**src/rtl/pe_ins_issue.sv**
```systemverilog
// -----------------------------------------------------------------------------
// pe_ins_issue -- instruction issuer on the initiator side of the PE-array
// instruction port.
//
// Accepts one task descriptor at a time from the layer controller. Each task
// has a target mask: one PE, or a 4-PE group. A per-PE busy scoreboard holds
// the instruction back until every target PE is idle. It then presents the
// instruction on ins/ins_valid and waits for ins_ready. Per-PE done pulses
// clear scoreboard bits. Out-of-range targets and done pulses on idle PEs
// raise a sticky error flag.
//
// Optional feature macro: PE_INS_ISSUE_PERF_EN
//   defined   : stall_cnt / issue_cnt are live saturating performance counters
//   undefined : stall_cnt / issue_cnt are tied to 0 (ports remain)
//
// Ports:
//   clk, rst_n        clock, asynchronous active-low reset
//   layer_type        bit 0: 1 = single-PE addressing, 0 = 4-PE group addressing
//   task_valid/ready  descriptor handshake from the layer controller
//   task_*            descriptor fields (pe_id, idx_cnt, trip_cnt, pad_code,
//                     is_new, cut_y)
//   ins, ins_valid    instruction word and valid to the PE array
//   ins_ready         PE array accepts the instruction
//   done              per-PE completion pulses
//   busy              scoreboard, 1 = PE executing a task
//   all_idle          no task pending and no PE busy
//   err, err_clr      sticky protocol error and its synchronous clear
//   stall_cnt         cycles pending with ins_valid low
//   issue_cnt         instructions issued
// -----------------------------------------------------------------------------

package INS_CONST;
  localparam int INST_W = 64;
endpackage

module pe_ins_issue #(
  parameter int PE_NUM = 32,
  parameter int INST_W = INS_CONST::INST_W
) (
  input  logic              clk,
  input  logic              rst_n,
  input  logic [3:0]        layer_type,
  input  logic              task_valid,
  output logic              task_ready,
  input  logic [5:0]        task_pe_id,
  input  logic [7:0]        task_idx_cnt,
  input  logic [7:0]        task_trip_cnt,
  input  logic [3:0]        task_pad_code,
  input  logic              task_is_new,
  input  logic              task_cut_y,
  output logic [INST_W-1:0] ins,
  output logic              ins_valid,
  input  logic              ins_ready,
  input  logic [PE_NUM-1:0] done,
  output logic [PE_NUM-1:0] busy,
  output logic              all_idle,
  output logic              err,
  input  logic              err_clr,
  output logic [31:0]       stall_cnt,
  output logic [31:0]       issue_cnt
);

  localparam logic [0:0]  ST_IDLE = 1'b0;
  localparam logic [0:0]  ST_PEND = 1'b1;

  localparam logic [31:0] LIM_SINGLE = PE_NUM;
  localparam logic [31:0] LIM_GROUP  = PE_NUM / 4;

  // Instruction word packing; every bit outside the named fields is zero.
  function automatic logic [INST_W-1:0] build_ins(
    input logic [5:0] pe_id,
    input logic [7:0] idx_cnt,
    input logic [7:0] trip_cnt,
    input logic [3:0] pad_code,
    input logic       is_new,
    input logic       cut_y
  );
    logic [INST_W-1:0] w;
    w          = '0;
    w[39:32]   = idx_cnt;
    w[47:40]   = trip_cnt;
    w[51:48]   = pad_code;
    w[57:52]   = pe_id;
    w[58]      = is_new;
    w[59]      = cut_y;
    return w;
  endfunction

  logic [0:0]        state_r;
  logic [0:0]        state_nxt_s;
  logic [INST_W-1:0] ins_r;
  logic [PE_NUM-1:0] mask_r;
  logic [PE_NUM-1:0] busy_r;
  logic [PE_NUM-1:0] busy_nxt_s;
  logic              err_r;

  logic              single_s;
  logic [7:0]        grp_shift_s;
  logic [PE_NUM-1:0] mask_s;
  logic              range_err_s;
  logic              accept_s;
  logic              drop_s;
  logic              ins_valid_s;
  logic              hs_s;
  logic              done_err_s;
  logic              unused_s;

  // Layer-type bits above bit 0 carry no meaning for the issuer.
  assign unused_s = &{1'b0, layer_type[3:1]};

  // Target mask and range check from the descriptor on the task port.
  always_comb begin
    single_s    = layer_type[0];
    grp_shift_s = {task_pe_id, 2'b00};
    if (single_s) begin
      mask_s      = {{(PE_NUM-1){1'b0}}, 1'b1} << task_pe_id;
      range_err_s = ({26'd0, task_pe_id} >= LIM_SINGLE);
    end else begin
      mask_s      = {{(PE_NUM-4){1'b0}}, 4'hF} << grp_shift_s;
      range_err_s = ({26'd0, task_pe_id} >= LIM_GROUP);
    end
  end

  // Handshake qualifiers. ins_valid only depends on registered state and busy,
  // and busy can only lose bits while pending, so once high it holds.
  always_comb begin
    accept_s    = (state_r == ST_IDLE) && task_valid;
    drop_s      = accept_s && range_err_s;
    ins_valid_s = (state_r == ST_PEND) && ((mask_r & busy_r) == '0);
    hs_s        = ins_valid_s && ins_ready;
    done_err_s  = |(done & ~busy_r);
  end

  // Scoreboard next value: done clears first, then the issued mask is set.
  always_comb begin
    if (hs_s) begin
      busy_nxt_s = (busy_r & ~done) | mask_r;
    end else begin
      busy_nxt_s = busy_r & ~done;
    end
  end

  // FSM next-state logic.
  always_comb begin
    state_nxt_s = state_r;
    case (state_r)
      ST_IDLE: begin
        if (accept_s && !range_err_s) begin
          state_nxt_s = ST_PEND;
        end else begin
          state_nxt_s = ST_IDLE;
        end
      end
      ST_PEND: begin
        if (hs_s) begin
          state_nxt_s = ST_IDLE;
        end else begin
          state_nxt_s = ST_PEND;
        end
      end
      default: state_nxt_s = ST_IDLE;
    endcase
  end

  // State and scoreboard registers.
  always_ff @(posedge clk or negedge rst_n) begin
    if (!rst_n) begin
      state_r <= ST_IDLE;
      busy_r  <= '0;
    end else begin
      state_r <= state_nxt_s;
      busy_r  <= busy_nxt_s;
    end
  end

  // Descriptor latch; only in-range tasks overwrite the held instruction.
  always_ff @(posedge clk or negedge rst_n) begin
    if (!rst_n) begin
      ins_r  <= '0;
      mask_r <= '0;
    end else if (accept_s && !range_err_s) begin
      ins_r  <= build_ins(task_pe_id, task_idx_cnt, task_trip_cnt,
                          task_pad_code, task_is_new, task_cut_y);
      mask_r <= mask_s;
    end
  end

  // Sticky error; a new error event wins over a coincident clear.
  always_ff @(posedge clk or negedge rst_n) begin
    if (!rst_n) begin
      err_r <= 1'b0;
    end else if (drop_s || done_err_s) begin
      err_r <= 1'b1;
    end else if (err_clr) begin
      err_r <= 1'b0;
    end
  end

`ifdef PE_INS_ISSUE_PERF_EN
  logic [31:0] stall_cnt_r;
  logic [31:0] issue_cnt_r;

  // Saturating stall counter: pending cycles blocked by the scoreboard.
  always_ff @(posedge clk or negedge rst_n) begin
    if (!rst_n) begin
      stall_cnt_r <= 32'd0;
    end else if ((state_r == ST_PEND) && !ins_valid_s && (stall_cnt_r != 32'hFFFF_FFFF)) begin
      stall_cnt_r <= stall_cnt_r + 32'd1;
    end
  end

  // Saturating issue counter: one count per instruction handshake.
  always_ff @(posedge clk or negedge rst_n) begin
    if (!rst_n) begin
      issue_cnt_r <= 32'd0;
    end else if (hs_s && (issue_cnt_r != 32'hFFFF_FFFF)) begin
      issue_cnt_r <= issue_cnt_r + 32'd1;
    end
  end

  assign stall_cnt = stall_cnt_r;
  assign issue_cnt = issue_cnt_r;
`else
  assign stall_cnt = 32'd0;
  assign issue_cnt = 32'd0;
`endif

  assign task_ready = (state_r == ST_IDLE);
  assign ins        = ins_r;
  assign ins_valid  = ins_valid_s;
  assign busy       = busy_r;
  assign all_idle   = (state_r == ST_IDLE) && (busy_r == '0);
  assign err        = err_r;

endmodule

```
**config.mk**
```make
export PLATFORM = sky130hd
export DESIGN_NAME = pe_ins_issue
export DESIGN_NICKNAME = d
export VERILOG_FILES = /design/src/rtl/pe_ins_issue.sv
export SDC_FILE = /design/constraint.sdc
export NUM_CORES = 1
export LEC_CHECK = 0
export CAP_MARGIN = 20
export CORE_ASPECT_RATIO = 0.8
export CORE_MARGIN = 5
export CORE_UTILIZATION = 35
export DETAILED_ROUTE_END_ITERATION = 16
export GPL_ROUTABILITY_DRIVEN = 0
export HOLD_SLACK_MARGIN = 0.02
export PLACE_DENSITY = 0.65
export RECOVER_POWER = 50
export SLEW_MARGIN = 20
export SYNTH_ARGS = -nofsm -noshare
export SYNTH_HDL_FRONTEND = slang
export SYNTH_SLANG_ARGS = --single-unit
```
**constraint.sdc**
```tcl
create_clock -name clk -period 3.76 [get_ports clk]
set_input_delay 0.752 -clock clk [delete_from_list [all_inputs] [get_ports clk]]
set_output_delay 0.752 -clock clk [all_outputs]
set_load 0.005 [all_outputs]
```
# --- Word-level counts from Yosys, hierarchy flattened ---
# Index checks and enable logic that the tools add are counted.
totals:
  wordCells: 36
  in_bits: 69
  regBits: 94
op_classes:
  n_bitwise: 7
  reduce_logical: 12
  n_lt_le_gt_ge: 2
  muxes: 8
  shift: 2
ops:
  columns: ["operator", "count"]
  rows:
  - ["$and A32 B32 Y32", 3]
  - ["$logic_not A32 Y1", 2]
  - ["$mux W32", 2]
  - ["$not A32 Y32", 2]
  - ["$or A32 B32 Y32", 1]
  - ["$reduce_or A32 Y1", 1]
  - ["$shl A1 B6 Y32 const A", 1]
  - ["$shl A4 B8 Y32 const A", 1]
  - ["$ge A6 B4 Y1 const B", 1]
  - ["$ge A6 B6 Y1 const B", 1]
  - ["$logic_and A1 B1 Y1", 6]
  - ["$mux W1", 5]
  - ["$pmux W1 S2", 1]
  - ["$reduce_bool A2 Y1", 1]
  - ["$logic_not A1 Y1", 1]
  - ["$logic_or A1 B1 Y1", 1]
  - ["$not A1 Y1", 1]

# --- Logic depth before layout (Yosys ltp) ---
# Gate-level depths: netlist (run 1).
depth:
  depth_word: 6
  mapped_depth: 8
  ltp_nobuf: 4

# --- Least setup slack after synthesis (run 1) ---
# OpenSTA, ideal clock, no wires.
synth_path:
  kind: "reg-to-output"
  start: "register busy_r[6], in the netlist busy[6]"
  end: "output port ins_valid"
  required_time_ns: 3.008
  n_path_buf: 2
  slack_ns: 1.496
  path_stages_with_launch: 7
  arrival_ns: 1.512
  cell_sequence: "dfrtp_1 > a222oi_1 > nand3_1 > a2111o_1 > buf_6 > buf_8 > nor2_1"
synth_between:
  elab_chain_len: 3
synth_rtl:
  columns: ["element", "line_no", "text"]
  rows:
  - ["start: declaration", "93", "logic [PE_NUM-1:0] busy_r;"]
  - ["start signal: assignment", "172", "busy_r <= busy_nxt_s;"]
  - ["$and A32 B32 Y32", "129", "ins_valid_s = (state_r == ST_PEND) && ((mask_r & busy_r) == '0);"]
  - ["$logic_not A32 Y1", "129", null]
  - ["$logic_and A1 B1 Y1", "129", null]
  - ["end: declaration", "52", "output logic ins_valid,"]
# Every way passes these cells.

# --- Worst setup path in the final report (run 1) ---
layout_path:
  start: "register busy_r[17], in the netlist busy[17]"
  end: "output port ins_valid"
# Same word-level chain as after synthesis.

==> impl_metrics.ini, run 1 <==
[drt]
detail-route-antenna-nets = 0
drt_pass1_iterations = 4
wire_per_inst_um = 17.36
postRouteWirelength_um = 15150
route.detailed.drc = 0
drt_first_iter_violations = 323
route.detailed.vias_per_inst = 4.832
dr_total_vias = 4218

[power_and_ir_drop]
combPwrFrac_pct = 45.1
power.clock.fraction_pct = 16.7
p_seq_share_pct = 38.2
power_density_nw_per_um2 = 776.3
switchingPower_uw = 2142
power.internal_uw = 3097
max-vdd-ir-drop_uv = 540.5
leakage_uw = 0.002886
sw_frac_of_total_pct = 40.89

[cts]
clock_tree_from_tritoncts = done
max-clock-path-buffers = 2
postCtsHoldBufs = 0
root_buffer = clkbuf_16
clk_pin_slew_ps = 70
cts_resized = 0
postCtsSetupBuffers = 0
cts_inserted_buffers = 9
cts_sinks = 94
cts_max_level = 3
worstSkewPairLatency_ps = 350

[worst_setup_path]
setup.reg_to_reg.worst_slack_ps = 940
crit_path_max_fanout = 5
setup.worst_path.end_class = primary output
worst-endpoint-arrival_ps = 2280
cp_data_required_time_ps = 3010
critPathKind = reg2out
critPathLaunchType = register

[timing]
post-route-period-util_pct = 80.63
postLayoutSetupSlackWorst_ps = 728.3
hold_violations = 0
slew_headroom_pct = -44.20
tightestPinTransition_ps = 2163
final_max_slew_viol_count = 105
min_period_ps = 3032
setup_tns_ps = 0
rsz0062_at_grt = no
final.setup_skew_ps = 11.03
report.final.setup_viol = 0
fmax_mhz = 329.8

[finish]
nets = 727
layout_cells_sized_above_1_pct = 11.92
filler_cell_count = 1471
count_of_inserted_antenna_diode_cells = 0
final_core_utilization_pct = 44.65
layout_cells_excl_fill = 873
synthToLayoutAreaGrowth_pct = 24.75

[yosys]
mappedNetlistArea_sq_um = 5410
seq_area_frac_synth_pct = 43.48
synth_async_sr_flop_share_pct = 100.0
synthDistinctLibCells = 43
postSynthRegisterBits = 94
avgSynthCellArea_sq_um = 10.06
synth-edff-count = 0
ys.flop_type = dfrtp_1
yosys_warnings = 0
syn-instance-count = 538

[outcome]
violations = max-capacitance violations, max-slew violations
status = finished with violations

[die]
initial_util_pct = 35.79
dieArea_sq_um = 18060
rows = 40
coreArea_sq_um = 15110
vertical_extent_of_the_die_um = 121.2
x_dimension_of_the_die_um = 149.0
ios = 233

[global_routing]
grt_pass1_wl_um = 23090
grt_remaining_overflow = 0
grt_antenna_before_repair = 0
number_of_global_route_vias_before_repair = 4198
globalRouteTotalUtil_pct = 16.27
grt_max_degree = 71

[place]
placement.setup.worst_slack_ps = 817.6
dp.cells = 857
numPortBuffers = 129
detailed_place_hpwl_um = 11620

[run]
max_cap_viol_count = 2

[worst_hold_path]
hold_path_class = reg2reg
[critical path: stages (launching register included)]
cell and delay (ps):
dfrtp_1 430, a22oi_1 300, nand4_1 130, a2111o_1 380, nor2_1 170, clkdlybuf4s50_1 530
[kinds of logic after synthesis]
logic type	after synthesis	synth area share, %
buffers and inverters	145	18.06
flip-flops	94	43.48
other	1	0.06931
AO/OA/AOI/OAI	108	17.99
AND/OR/NAND/NOR	163	14.78
multiplexers	27	5.620
[worst paths after layout]
path                          start         to  cells past startpoint
max                        busy[17]  ins_valid                      5
min                         ins[57]    ins[57]                      1
max reg2reg                busy[11]   busy[31]                      5
min reg2reg                 ins[57]    ins[57]                      1
max in group asynchronous     rst_n    ins[33]                      2
min in group asynchronous     rst_n   busy[16]                      1
[synthesized netlist by cell type (2+ instances only)]
cell	count	share of area (%)
dfrtp_1	94	43
nand2_1	59	4.1
buf_2	9	0.83
and3b_1	2	0.32
o22a_1	16	2.6
buf_4	101	14
o211ai_1	10	1.4
buf_1	2	0.14
clkbuf_1	9	0.62
inv_1	19	1.3
a22o_1	4	0.65
nor2b_1	4	0.46
a221oi_1	4	0.65
o2111ai_1	5	0.81
nand3_1	11	1.0
nor4_1	10	1.2
nand2b_1	35	4.0
nand4_1	8	0.93
o21ai_0	2	0.19
nor3_1	3	0.28
o21a_1	11	1.5
nor2_1	27	1.9
a22oi_1	6	0.83
a31oi_1	2	0.23
o31ai_1	3	0.42
buf_8	3	0.83
o31ai_2	29	6.7
o21ai_1	3	0.28
o22ai_1	5	0.58
a21oi_1	3	0.28
mux2_2	27	5.6
[power groups by stage]
| stage | combinational [uW] | clock (uW) | sequential (uW) |
|---|---|---|---|
| 3_3_place_gp | 1590 | 0 | 1750 |
| 3_5_place_dp | 1610 | 0 | 1770 |
| 2_1_floorplan | 1060 | 0 | 1640 |
| 6_report | 2360 | 875 | 2000 |
| 4_1_cts | 1620 | 898 | 1760 |
| 5_1_grt | 2650 | 942 | 2100 |
[flip-flops by register name, indices dropped and copies added (netlist names)]
name	count
busy	32
state_r	1
err	1
mask_r	32
ins	28
[area by class of cell]
| type | count | area (sq um) | area share (%) |
|---|---|---|---|
| clock buffer | 10 | 239.0 | 3.541 |
| multi-input combinational | 398 | 2452 | 36.34 |
| sequential | 94 | 2352 | 34.85 |
| clock inverter | 6 | 43.79 | 0.6489 |
| inverter | 19 | 71.32 | 1.057 |
| tap | 210 | 262.8 | 3.893 |
| timing repair buffer | 136 | 1328 | 19.67 |
[cell usage in the layout (no fill, tap or decap), types with 3 or more instances in the layout]
| master | n |
|---|---|
| nand2b_1 | 35 |
| a22o_1 | 4 |
| inv_1 | 19 |
| o31ai_2 | 29 |
| conb_1 | 100 |
| a22oi_1 | 6 |
| nor2b_1 | 4 |
| o22ai_1 | 5 |
| o31ai_1 | 3 |
| dfrtp_1 | 94 |
| clkbuf_1 | 3 |
| nand3_1 | 11 |
| nand2_1 | 59 |
| o211ai_1 | 10 |
| a221oi_1 | 4 |
| nor2_1 | 27 |
| o22a_1 | 16 |
| a21oi_1 | 3 |
| o21ai_1 | 3 |
| o2111ai_1 | 5 |
| mux2_2 | 27 |
| nor3_1 | 3 |
| nand4_1 | 8 |
| dlygate4sd3_1 | 20 |
| clkdlybuf4s50_1 | 108 |
| o21a_1 | 11 |
| buf_4 | 4 |
| clkbuf_16 | 9 |
| nor4_1 | 10 |
[metal layers]
| metal | up-vias | GRT usage, % | part of all wire, % |
|---|---|---|---|
| li1 | 1927 | - | - |
| met1 | 2049 | 22.30 | 43 |
| met2 | 231 | 23.79 | 43 |
| met3 | 11 | 6.908 | 13 |
| met4 | 0 | 3.888 | 0.81 |
| met5 | - | 0 | 0 |
[metrics by stage]
step                      instance area [sq um]  power (uW)  hold slack, ps
after CTS                                  6763        4280           513.8
after detailed placement                   6480        3386           494.5
after floorplan                            5782        2698           456.4
final                                      6749        5239           501.2
after global placement                     6480        3338           483.4
after global routing                       6749        5688           525.7
No activity file was read; power rests on OpenSTA's default activity.
==> inputs of run 2 (changes only) <==
PLACE_DENSITY = 0.68   (was 0.65)
clock period = 2.7 ns   (was 3.76 ns; I/O delays follow)
==> run 2 against run 1 <==
The run now ends clean. Sequential cell count stayed put. Final area is 2.7% higher. Core utilization is 1.2 points higher. Sequential power is 20% higher. Register-to-register slack worse by 430 ps. Combinational power is 6% lower. Non-clock buffer count is 11 higher.
==> impl_metrics.ini, run 2 (synthesized netlist as in run 1, its figures left out) <==
[outcome]
status = complete, no violations

[global_routing]
globalRouteTotalUtil_pct = 16.27
number_of_global_route_vias_before_repair = 4199
grt_max_degree = 44
grt_pass1_wl_um = 23170
grt_antenna_before_repair = 0
grt_remaining_overflow = 0

[worst_setup_path]
critical_path.startpoint = busy[29]
cp_data_required_time_ps = 2160
critPathLaunchType = register
critical_path.reg2reg.endpoint = state_r
setup.worst_path.end_class = primary output
r2r-start = busy[6]
crit_path_max_fanout = 5
setup.reg_to_reg.worst_slack_ps = 510
worst_r2r_path_depth = 5
endpoint = all_idle
critPathKind = reg2out
worst-endpoint-arrival_ps = 2090

[finish]
synthToLayoutAreaGrowth_pct = 28.05
final_core_utilization_pct = 45.84
layout.cells.most_common = conb_1
nets = 738
layout_cells_sized_above_1_pct = 13.84
filler_cell_count = 1452
most-common-layout-cells = 100 x conb_1, 96 x clkdlybuf4s50_1, 94 x dfrtp_1
count_of_inserted_antenna_diode_cells = 0

[place]
detailed_place_hpwl_um = 11680
numPortBuffers = 129
placement.setup.worst_slack_ps = 193.7

[drt]
route.detailed.vias_per_inst = 4.863
drt-met1-wl_um = 6254
dr_total_vias = 4289
met2_length_um = 7042
detail-route-antenna-nets = 0
drt_first_iter_violations = 233
wire_per_inst_um = 16.94
drt_pass1_iterations = 5
met3WireLength_um = 1521
route.detailed.drc = 0
top_layer_used = met4
postRouteWirelength_um = 14940

[die]
coreArea_sq_um = 15110
initial_util_pct = 35.79
dieArea_sq_um = 18060
rows = 40
x_dimension_of_the_die_um = 149.0
vertical_extent_of_the_die_um = 121.2
ios = 233

[run]
max_cap_viol_count = 0

[timing]
hold_violations = 0
final_max_slew_viol_count = 0
rsz0062_at_grt = no
postLayoutSetupSlackWorst_ps = 65.14
slew_headroom_pct = 21.83
post-route-period-util_pct = 97.59
tightestPinTransition_ps = 1172
setup_tns_ps = 0
report.final.setup_viol = 0
fmax_mhz = 379.5
finalHoldWorstSlack_ps = 391.9
min_period_ps = 2635
final.setup_skew_ps = 13.53

[power_and_ir_drop]
leakage_uw = 0.002989
max-vdd-ir-drop_uv = 462.3
power_density_nw_per_um2 = 876.9
post-layout-total-power_uw = 6075

[cts]
cts_max_level = 3
cts_sinks = 94
clk_pin_slew_ps = 70
max-clock-path-buffers = 2
cts_inserted_buffers = 9
worstSkewPairLatency_ps = 350
root_buffer = clkbuf_16
postCtsHoldBufs = 0
clock_tree_from_tritoncts = done

[worst_hold_path]
hold_path_class = in2async
==> run 2: changes by cell type in the layout (fill, tap and decap cells not counted), sizes merged <==
| cell | delta |
|---|---|
| clkdlybuf4s50 | -12 |
| clkinv | -3 |
| buf | +11 |
| bufinv | +3 |
| dlygate4sd3 | +11 |
| clkinvlp | -1 |
==> run 2: final cells by class <==
type	count	area [sq um]	area share, %
clock buffer	9	225.2	3.251
clock inverter	5	107.6	1.553
timing repair buffer	147	1430	20.64
sequential	94	2352	33.95
multi-input combinational	398	2479	35.78
inverter	19	71.32	1.029
tap	210	262.8	3.793
==> run 2: critical path, cell delays in order (launching register included) <==
cell and delay, ps:
dfrtp_1 470, nor4_2 360, nand4_1 180, nor3_2 210
clkdlybuf4s50_1 540
==> run 2: repair_timing <==
| action | CTS | global route |
|---|---|---|
| resized for setup | 4 | 4 |
| pin swaps | 1 | 3 |
| setup endpoints to repair | 2 | 2 |
| buffers inserted | 1 | 1 |
| endpoints found under the hold margin | 0 | 0 |
==> run 2: how the worst min path moves through the flow <==
stage,end,slack (ps),cells past startpoint
floorplan,busy[0],240,0
global placement,ins[57],490,1
detailed placement,ins[57],500,1
CTS,state_r,200,1
global route,ins[53],490,1
finish,ins[57],390,1
==> run 2: through the flow <==
step	std cells	cell area, sq um
CTS	881	6930
global placement	866	6573
finish	882	6928
floorplan	637	5782
global route	882	6928
detailed placement	866	6573
==> run 2: power by group <==
part	internal [uW]	leakage (uW)	switching (uW)	total [uW]
Combinational	1130	0.00165	1100	2230
Sequential	1930	0.00118	475	2410
Clock	902	0.000162	540	1440
==> run 2: routing by layer <==
| metal | track usage, % | vias to the layer above |
|---|---|---|
| met3 | 5.377 | 13 |
| met1 | 22.22 | 2094 |
| met5 | 0 | - |
| li1 | - | 1958 |
| met2 | 25.35 | 224 |
| met4 | 3.316 | 0 |
==> inputs of run 3 (changes only) <==
SLEW_MARGIN = 15   (was 20)
==> results of run 3 <==
No change in the layout: final DEF, timing and power equal those of run 2.
